**config.mk**
```make
export PLATFORM = sky130hd
export DESIGN_NAME = mcu_timer_array
export DESIGN_NICKNAME = d
export VERILOG_FILES = /design/src/rtl/mcu_timer_array.sv
export SDC_FILE = /design/constraint.sdc
export NUM_CORES = 1
export LEC_CHECK = 0
export CAP_MARGIN = 20
export CORE_UTILIZATION = 55
export DETAILED_ROUTE_END_ITERATION = 10
export GPL_ROUTABILITY_DRIVEN = 0
export GPL_TIMING_DRIVEN = 0
export PLACE_DENSITY = 0.75
export SYNTH_ARGS = -nofsm -noshare
export SYNTH_HDL_FRONTEND = slang
export SYNTH_SLANG_ARGS = --single-unit
```
**constraint.sdc**
```tcl
create_clock -name i_clk -period 2 [get_ports i_clk]
set_clock_uncertainty 0.1 [all_clocks]
set_input_delay 0.4 -clock i_clk [delete_from_list [all_inputs] [get_ports i_clk]]
set_output_delay 0.4 -clock i_clk [all_outputs]
set_load 0.02 [all_outputs]
```
**src/rtl/mcu_timer_array.sv**
```systemverilog
// Multi-channel down-counting timer peripheral on the mcu register bus.
// Per-channel prescaler, one-shot/periodic modes, shadowed count reads, shared IRQ.
module mcu_timer_array #(
    parameter int NUM_CH = 2,
    parameter int WIDTH  = 16,
    parameter int ADDR_W = $clog2(NUM_CH*8)
) (
    input  logic              i_clk,
    input  logic              i_reset,
    input  logic              i_sel,
    input  logic              i_rw,
    input  logic [ADDR_W-1:0] i_addr,
    input  logic [7:0]        i_data,
    output logic [7:0]        o_data,
    output logic              o_irq_n
);

    localparam int NB = WIDTH / 8;

    logic [WIDTH-1:0]  count_q    [NUM_CH];
    logic [WIDTH-1:0]  count_d    [NUM_CH];
    logic [WIDTH-1:0]  reload_q   [NUM_CH];
    logic [WIDTH-1:0]  reload_d   [NUM_CH];
    logic [WIDTH-1:0]  shadow_q   [NUM_CH];
    logic [WIDTH-1:0]  shadow_d   [NUM_CH];
    logic [7:0]        prescale_q [NUM_CH];
    logic [7:0]        prescale_d [NUM_CH];
    logic [7:0]        pcnt_q     [NUM_CH];
    logic [7:0]        pcnt_d     [NUM_CH];
    logic [NUM_CH-1:0] en_q, en_d;
    logic [NUM_CH-1:0] mode_q, mode_d;
    logic [NUM_CH-1:0] ie_q, ie_d;
    logic [NUM_CH-1:0] done_q, done_d;
    logic [7:0]        data_q, data_d;
    logic              irq_n_q, irq_n_d;

    logic [NUM_CH-1:0] hit;
    logic [NUM_CH-1:0] tick;
    logic [ADDR_W-1:0] ch_idx;
    logic [2:0]        off;
    logic              wr_en;
    logic              rd_en;

    assign wr_en  = i_sel & ~i_rw;
    assign rd_en  = i_sel & i_rw;
    assign off    = i_addr[2:0];
    assign ch_idx = i_addr >> 3;

    always_comb begin
        for (int c = 0; c < NUM_CH; c++) begin
            hit[c]  = (ch_idx == ADDR_W'(c));
            tick[c] = en_q[c] && (pcnt_q[c] == prescale_q[c]);
        end
    end

    always_comb begin
        data_d = data_q;
        if (rd_en) data_d = '0;
        for (int c = 0; c < NUM_CH; c++) begin
            count_d[c]    = count_q[c];
            reload_d[c]   = reload_q[c];
            shadow_d[c]   = shadow_q[c];
            prescale_d[c] = prescale_q[c];
            pcnt_d[c]     = pcnt_q[c];
            en_d[c]       = en_q[c];
            mode_d[c]     = mode_q[c];
            ie_d[c]       = ie_q[c];
            done_d[c]     = done_q[c];

            if (en_q[c]) pcnt_d[c] = tick[c] ? 8'd0 : pcnt_q[c] + 8'd1;

            if (tick[c]) begin
                if (count_q[c] != '0) begin
                    count_d[c] = count_q[c] - WIDTH'(1);
                end else begin
                    done_d[c] = 1'b1;
                    if (mode_q[c]) count_d[c] = reload_q[c];
                    else           en_d[c]    = 1'b0;
                end
            end

            // Register writes land after the tick so LOAD and CTRL override it.
            if (wr_en && hit[c]) begin
                case (off)
                    3'd4: begin
                        en_d[c]   = i_data[0];
                        mode_d[c] = i_data[1];
                        ie_d[c]   = i_data[2];
                        if (i_data[0] && !en_q[c]) pcnt_d[c] = '0;
                        if (i_data[3]) begin
                            count_d[c] = reload_q[c];
                            pcnt_d[c]  = '0;
                        end
                    end
                    3'd5: begin
                        if (i_data[0] && !(tick[c] && count_q[c] == '0))
                            done_d[c] = 1'b0;
                    end
                    3'd6: begin
                        prescale_d[c] = i_data;
                        pcnt_d[c]     = '0;
                    end
                    default: ;
                endcase
                for (int b = 0; b < NB; b++) begin
                    if (off == 3'(b)) reload_d[c][b*8 +: 8] = i_data;
                end
            end

            if (rd_en && hit[c]) begin
                case (off)
                    3'd0: begin
                        data_d      = count_q[c][7:0];
                        shadow_d[c] = count_q[c];
                    end
                    3'd4:    data_d = {5'b0, ie_q[c], mode_q[c], en_q[c]};
                    3'd5:    data_d = {6'b0, en_q[c], done_q[c]};
                    3'd6:    data_d = prescale_q[c];
                    default: ;
                endcase
                for (int b = 1; b < NB; b++) begin
                    if (off == 3'(b)) data_d = shadow_q[c][b*8 +: 8];
                end
            end
        end
        irq_n_d = ~|(done_q & ie_q);
    end

    always_ff @(posedge i_clk) begin
        if (i_reset) begin
            for (int c = 0; c < NUM_CH; c++) begin
                count_q[c]    <= '0;
                reload_q[c]   <= '0;
                shadow_q[c]   <= '0;
                prescale_q[c] <= '0;
                pcnt_q[c]     <= '0;
            end
            en_q    <= '0;
            mode_q  <= '0;
            ie_q    <= '0;
            done_q  <= '0;
            data_q  <= '0;
            irq_n_q <= 1'b1;
        end else begin
            for (int c = 0; c < NUM_CH; c++) begin
                count_q[c]    <= count_d[c];
                reload_q[c]   <= reload_d[c];
                shadow_q[c]   <= shadow_d[c];
                prescale_q[c] <= prescale_d[c];
                pcnt_q[c]     <= pcnt_d[c];
            end
            en_q    <= en_d;
            mode_q  <= mode_d;
            ie_q    <= ie_d;
            done_q  <= done_d;
            data_q  <= data_d;
            irq_n_q <= irq_n_d;
        end
    end

    assign o_data  = data_q;
    assign o_irq_n = irq_n_q;

endmodule

```
Word-level counts from Yosys, hierarchy flattened
Memory sizes are Yosys's and may differ from the RTL's.
Index checks and enable logic that the tools add are counted.

word-level totals
  memory bits (writable) = 128
  word-level logic and storage cells = 141
  register bits = 17
  memories = 5
  input port bits = 16

memories
  name        words  bits a word  rd ports  clocked after memory_dff  write ports  line  RTL
  count_q     2      16           2         0                         2            20    logic [WIDTH-1:0] count_q [NUM_CH];
  reload_q    2      16           2         0                         2            22    logic [WIDTH-1:0] reload_q [NUM_CH];
  shadow_q    2      16           2         0                         2            24    logic [WIDTH-1:0] shadow_q [NUM_CH];
  pcnt_q      2      8            2         0                         2            28    logic [7:0] pcnt_q [NUM_CH];
  prescale_q  2      8            2         0                         2            26    logic [7:0] prescale_q [NUM_CH];

cells by class
  reductions and logical operators = 26
  muxes and demuxes = 78
  eq/ne operators = 6
  add/sub/neg operators = 4
  bitwise gates (word level) = 14

operators by type and width
  operator                                              count
  2-to-1 mux 16 bit                                     24
  2-to-1 mux 8 bit                                      27
  case mux 8 bit (4 select lines)                       2
  logical NOT 16 bit                                    2
  case mux 8 bit (2 select lines)                       2
  nonzero test 16 bit                                   2
  subtractor 16 x 1 -> 16 bit (second input constant)   2
  2-to-1 mux 1 bit                                      23
  adder 8 x 1 -> 8 bit (second input constant)          2
  equality test 8 bit                                   2
  logical AND 1 bit                                     12
  OR 1 bit                                              10
  equality test 3 bit (second input constant)           3
  logical NOT 1 bit                                     5
  logical NOT 4 bit                                     1
  AND reduction 2 bit                                   2
  equality test 3 x 1 -> 1 bit (second input constant)  1
  logical NOT 3 bit                                     1
  bitwise AND 1 bit                                     2
  bitwise AND 2 bit                                     1
  OR reduction 2 bit                                    1
  NOT 1 bit                                             1

Logic depth before layout (Yosys ltp)
Gate-level depths: netlist of the first run.
An unclocked memory read counts as a cell.

  depth in word-level cells = 10
  mapped depth = 10
  mapped depth without buffers = 8

Worst setup path after synthesis of the first run
OpenSTA, ideal clock, no wires.

  path type = register -> register
  start point = memory count_q[0][0]
  end point = memory count_q[0][12]
  data arrival time = 1.933 ns
  path buffers = 1
  clock period less this slack = 2.149 ns
  stages on the path, launching flop included = 10
  path slack = -0.149 ns
  setup time = 0.116 ns
  required time = 1.784 ns
  path through = dfxtp_1 > clkbuf_1 > inv_1 > ha_1 > or4b_4 > nor3_2 > mux2i_1 > a31oi_1 > nor3_1 > a31o_2

RTL lines
  element          line
  start, declared  20

==> flow_summary.json, run 1 <==
{
  "violations": "setup timing",
  "ys_seq_area_frac": 0.383,
  "clk_pin_slew_ps": 60,
  "final_antenna_net_count": 0,
  "synthCells": 836,
  "max_cap_violations": 0,
  "irDropWorstVdd_uv": 1340,
  "dr.pass1.iters": 9,
  "drive_gt1_frac": 0.336,
  "netlist_area_um2": 6740,
  "nets": 969,
  "cp-start-kind": "flop",
  "grt-ovfl-total": 0,
  "dieHeight_um": 113,
  "instances_no_fill": 1107,
  "outcome": "finished with violations",
  "setup_tns_ps": -3880,
  "grt_pass1_vias": 7395,
  "start_util": 0.564,
  "grtUsageTotal": 0.404,
  "relSlewSlack": 0.504,
  "timing.fmax_mhz": 438,
  "finalCritPeriodShare": 1.14,
  "root_buffer": "clkbuf_16",
  "crit_path_end_kind": "flop",
  "leakagePower_nw": 3.63,
  "routedWlPerCell_um": 24.8,
  "setup_viol": 38,
  "power.density_nw_per_um2": 756,
  "setup_ws_ps": -282,
  "synth_warnings": 0,
  "hold_class": "primary input to flop",
  "pin_count": 25,
  "viasPerCell": 7.09,
  "path_max_fanout": 7,
  "die-area_um2": 12700,
  "synth_nets": 858,
  "antenna_found_initial": 0,
  "grt_pass1_wl_um": 39200,
  "totalWireLength_um": 27500,
  "synth.distinct_cells": 70,
  "vias": 7849,
  "final_max_slew_viol_count": 0,
  "grt_max_degree": 17,
  "synth_top_area_frac": 0.383,
  "hold_depth": 3,
  "port_buffers": 19,
  "hold_viol": 0,
  "cp.arrival_ps": 2460,
  "hpwl_um": 15100,
  "areaGrowthSynthToFinish_pct": 39.9,
  "final_util": 0.789,
  "crit_start": "count_q[0][25]",
  "synth_top_cell_by_area": "dfxtp_1",
  "synthTopCellsByCount": "dfxtp_1, nor2_1, nand2_1",
  "cts_made_buffers": 17,
  "fin_crit_ps": 2280,
  "synth_edf_count": 0,
  "num-fill-cells": 736,
  "ys_dominant_reg_cell": "dfxtp_1",
  "clk_path_buf_depth": 2,
  "synth.avg_cell_area_um2": 8.07,
  "htreeDepth": 4,
  "required_ps": 2180,
  "dp.cells": 1003,
  "yosys_register_bits": 129,
  "cts_tree": "built",
  "drc": 0,
  "coreArea_um2": 12000,
  "clkLatencyLatePin_ps": 430,
  "critical_path_class": "flop to flop",
  "synth_area_leaders": "dfxtp_1, mux2i_1, a21oi_1",
  "clock_sinks": 129,
  "power_mw": 7.13,
  "reg2reg_depth": 7,
  "antennaDiodeCount": 0,
  "drt_iter0_markers": 1439,
  "die_w_um": 113,
  "hold_path.startpoint": "i_data[2]",
  "hold_buffers": 0,
  "async_flop_share": 0,
  "reg2reg_from": "count_q[0][25]",
  "rsz0062_at_grt": "true",
  "placementRows": 40,
  "synth_most_common_cell": "dfxtp_1",
  "worstMarginPinSlew_ps": 744
}
==> routing by layer <==
metal | global-route usage | part of all wire
met5 | 0 | 0
met4 | 0.271 | 0.081
met3 | 0.121 | 0.12
met2 | 0.653 | 0.45
met1 | 0.464 | 0.35
==> what timing repair did <==
item | CTS | global route
setup endpoints to repair | 120 | 80
pin swaps | 54 | 41
gates cloned | 3 | 1
resized for setup | 156 | 120
buffers inserted | 47 | 29
==> cell type report <==
cell class,count,area (µm²),area share
Buffer,49,312,0.0330
Timing Repair Buffer,100,912,0.0967
Multi-Input combinational cell,636,4580,0.486
Inverter,14,62.6,0.00663
Clock inverter,14,259,0.0274
Clock buffer,18,439,0.0465
Sequential cell,129,2680,0.284
Tap cell,147,184,0.0195
==> stage by stage <==
| stage | cell area, µm² | hold slack (ps) | worst slack, ps |
|---|---|---|---|
| floorplan | 6860 | 332 | -76.4 |
| global placement | 7230 | 343 | -998 |
| detailed placement | 7240 | 349 | -1080 |
| CTS | 8810 | 343 | -163 |
| global route | 9440 | 359 | -340 |
| finish | 9440 | 341 | -282 |
==> cells by family (layout without fill, tap and decap cells) <==
kind of cell             count (synthesis)  in the layout  synth area share
AND/OR/NAND/NOR                        357            357             0.263
multiplexers                            49             49            0.0733
buffers and inverters                   71            195            0.0460
XOR/XNOR                                36             36            0.0468
adder cells (fa/ha/maj)                  6              6            0.0111
AO/OA/AOI/OAI                          188            188             0.177
flip-flops                             129            129             0.383
==> final timing paths <==
| kind | endpoint | slack (ps) |
|---|---|---|
| worst max register to register | count_q[0][30] | -280 |
| worst max-delay path | count_q[0][30] | -280 |
| worst min-delay path | ie_q[1] | 340 |
| worst min register to register | reload_q[0][2] | 360 |
==> state kept, by name, indices dropped and copies added, names as in the netlist <==
name and flops:
done_q 2, o_irq_n 1, mode_q 2, ie_q 2, count_q 32, prescale_q 16
reload_q 32, o_data 8, en_q 2, shadow_q 16, pcnt_q 16
==> report_power, final <==
group / leakage (nW) / total [mW] / switching [mW] / internal [mW]
combinational: 2.22 / 0.837 / 0.502 / 0.335
sequential: 1.07 / 2.59 / 0.0223 / 2.57
clock: 0.340 / 3.71 / 1.21 / 2.50
total: 3.63 / 7.13 / 1.73 / 5.40
==> critical path, cell delays in order (launching register included) <==
cell and delay, ps:
dfxtp_1 410, or3_4 440, or4_4 520, buf_4 170, nor2_1 110, nand4_1 110, a21oi_1 200, nor3_1 70
==> layout by cell type, fill, tap and decap left out, drive strengths merged, types with 27 or more instances in the layout <==
cell and count:
o21ai 33, a21oi 77, dfxtp 129, nor2 103, buf 96, nand3 56
clkbuf 52, mux2i 46, nor3 27, nand2 98
(Power assumes the default switching activity.)
==> inputs of run 2 (changes only) <==
CORE_MARGIN = 2   (was unset)
CTS_CLUSTER_DIAMETER = 80   (was unset)
==> run 2 against run 1 <==
Compared with the run above: the flow still finishes with violations (setup timing); clock power fell by 12%; global-route usage fell by 5.0 points; cell count fell by 2.3%; register-to-register slack improved by 50 ps; count of clock-buffer cells in the layout rose by 2; sequential power barely moved; core utilization fell by 3.8 points; final area fell by 4.4%; critical path depth did not move; first-iteration DRC count fell by 19%; die area rose by 3.6%; combinational power fell by 11%.
==> flow_summary.json, run 2 (synthesis gave the netlist of run 1 again) <==
{
  "fin_crit_ps": 2230,
  "leakagePower_nw": 3.43,
  "vias": 7483,
  "cts_made_buffers": 17,
  "max_cap_violations": 0,
  "nets": 943,
  "grt_pass1_wl_um": 35900,
  "final_util": 0.751,
  "violations": "setup timing",
  "port_buffers": 19,
  "finalCritPeriodShare": 1.11,
  "num-fill-cells": 780,
  "drt_iter0_markers": 1166,
  "drive_gt1_frac": 0.301,
  "start_util": 0.561,
  "r2r_end": "count_q[0][15]",
  "hold_depth": 3,
  "setup_viol": 27,
  "clk_pin_slew_ps": 60,
  "mostFrequentLayoutCells": "nand2_1, dfxtp_1, nor2_1",
  "irDropWorstVdd_uv": 798,
  "hold_viol": 0,
  "viasPerCell": 6.92,
  "rsz0062_at_grt": "true",
  "die_w_um": 115,
  "internal_power_mw": 4.92,
  "outcome": "finished with violations",
  "ff_latch_area_um2": 2660,
  "hold_buffers": 0,
  "cp.arrival_ps": 2450,
  "reg2reg_depth": 7,
  "setup_tns_ps": -2550,
  "hpwl_um": 15000,
  "timing.hold.ws_ps": 285,
  "grt_max_degree": 17,
  "hold_class": "primary input to flop",
  "htreeDepth": 4,
  "clk_path_buf_depth": 2,
  "path_max_fanout": 6,
  "placementRows": 40,
  "final_max_slew_viol_count": 0,
  "timing.fmax_mhz": 449,
  "switchingPower_mw": 1.71,
  "power.density_nw_per_um2": 734,
  "power_frac_comb": 0.113,
  "dr.pass1.iters": 7,
  "drc": 0,
  "final_common_cell": "nand2_1",
  "critical_path_class": "flop to flop",
  "routedWlPerCell_um": 23.2,
  "dieHeight_um": 115,
  "hold_path.startpoint": "i_sel",
  "cts_tree": "built",
  "grt_pass1_vias": 6858,
  "final_antenna_net_count": 0,
  "antenna_found_initial": 0,
  "grtUsageTotal": 0.354,
  "crit_path_end_kind": "flop",
  "clock_sinks": 129,
  "reg_top3": "count_q: 32 flops, reload_q: 32 flops",
  "grt-ovfl-total": 0,
  "reg2reg_from": "count_q[0][5]",
  "pin_count": 25,
  "p_sw_frac": 0.257,
  "totalWireLength_um": 25000,
  "required_ps": 2220,
  "r2r_slack_ps": -230,
  "die-area_um2": 13200,
  "setup_ws_ps": -228,
  "areaGrowthSynthToFinish_pct": 33.8,
  "power_frac_seq": 0.392,
  "coreArea_um2": 12000,
  "root_buffer": "clkbuf_16",
  "hold_end": "o_data[1]",
  "multi_input_area_um2": 4490,
  "clkLatencyLatePin_ps": 430,
  "cp-start-kind": "flop",
  "antennaDiodeCount": 0,
  "power_frac_clock": 0.495,
  "worstMarginPinSlew_ps": 672,
  "relSlewSlack": 0.552
}
[run 2: cell types whose count changed in the layout (fill, tap and decap cells not counted), moves of 4 or more]
cell and change:
clkbuf_1 -4, buf_4 -17, bufinv_16 -4, dfxtp_1 +9, buf_6 -8, dfxtp_4 -7
[run 2: how the worst max path moves through the flow]
| stage | startpoint | end | slack (ps) | depth (start not counted) |
|---|---|---|---|---|
| after global placement | i_addr[1] | reload_q[0][25] | -970 | 7 |
| after detailed placement | i_addr[1] | reload_q[0][24] | -1080 | 7 |
| final | count_q[0][5] | count_q[0][15] | -230 | 7 |
| after CTS | count_q[0][4] | count_q[0][13] | -150 | 7 |
| after floorplan | count_q[0][0] | count_q[0][12] | -80 | 9 |
| after global routing | count_q[0][1] | count_q[0][11] | -280 | 9 |
[run 2: per-layer routing]
layer	wire length [µm]	GRT usage
met3	2910	0.115
met1	9000	0.420
met4	1800	0.201
met2	11300	0.567
met5	0	0
[run 2: metrics by stage]
stage	worst slack, ps	cell area (µm²)	power [mW]	instances
final	-228	9020	6.63	1081
after global routing	-278	9020	6.75	1081
after CTS	-153	8400	6.46	1057
after global placement	-975	7230	3.16	1002
after floorplan	-76.4	6860	3.00	836
after detailed placement	-1080	7230	3.18	1002
[run 2: critical path, cell delays in order (launching register included)]
cell and delay [ps]:
dfxtp_4 370, or4_4 600, buf_4 170, nor2_4 200, nand3_1 160, nor3_2 180, xor2_1 100, a22o_1 230
[run 2: repair_timing]
| item | CTS | global route |
|---|---|---|
| gates cloned | 1 | 1 |
| setup endpoints to repair | 121 | 92 |
| pin swaps | 35 | 43 |
| resized for setup | 116 | 128 |
| setup buffers | 27 | 29 |
[run 2: cell type report]
type	instances	share of cell area
Multi-Input combinational cell	636	0.498
Buffer	48	0.0345
Inverter	14	0.00749
Clock buffer	20	0.0517
Timing Repair Buffer	75	0.0766
Sequential cell	129	0.294
Tap cell	147	0.0204
Clock inverter	12	0.0171
[run 2: power groups by stage]
stage	registers, mW	clock network, mW	logic, mW
floorplan	2.66	0	0.344
global placement	2.66	0	0.504
detailed placement	2.66	0	0.518
CTS	2.60	3.25	0.606
global route	2.60	3.39	0.768
finish	2.60	3.28	0.746
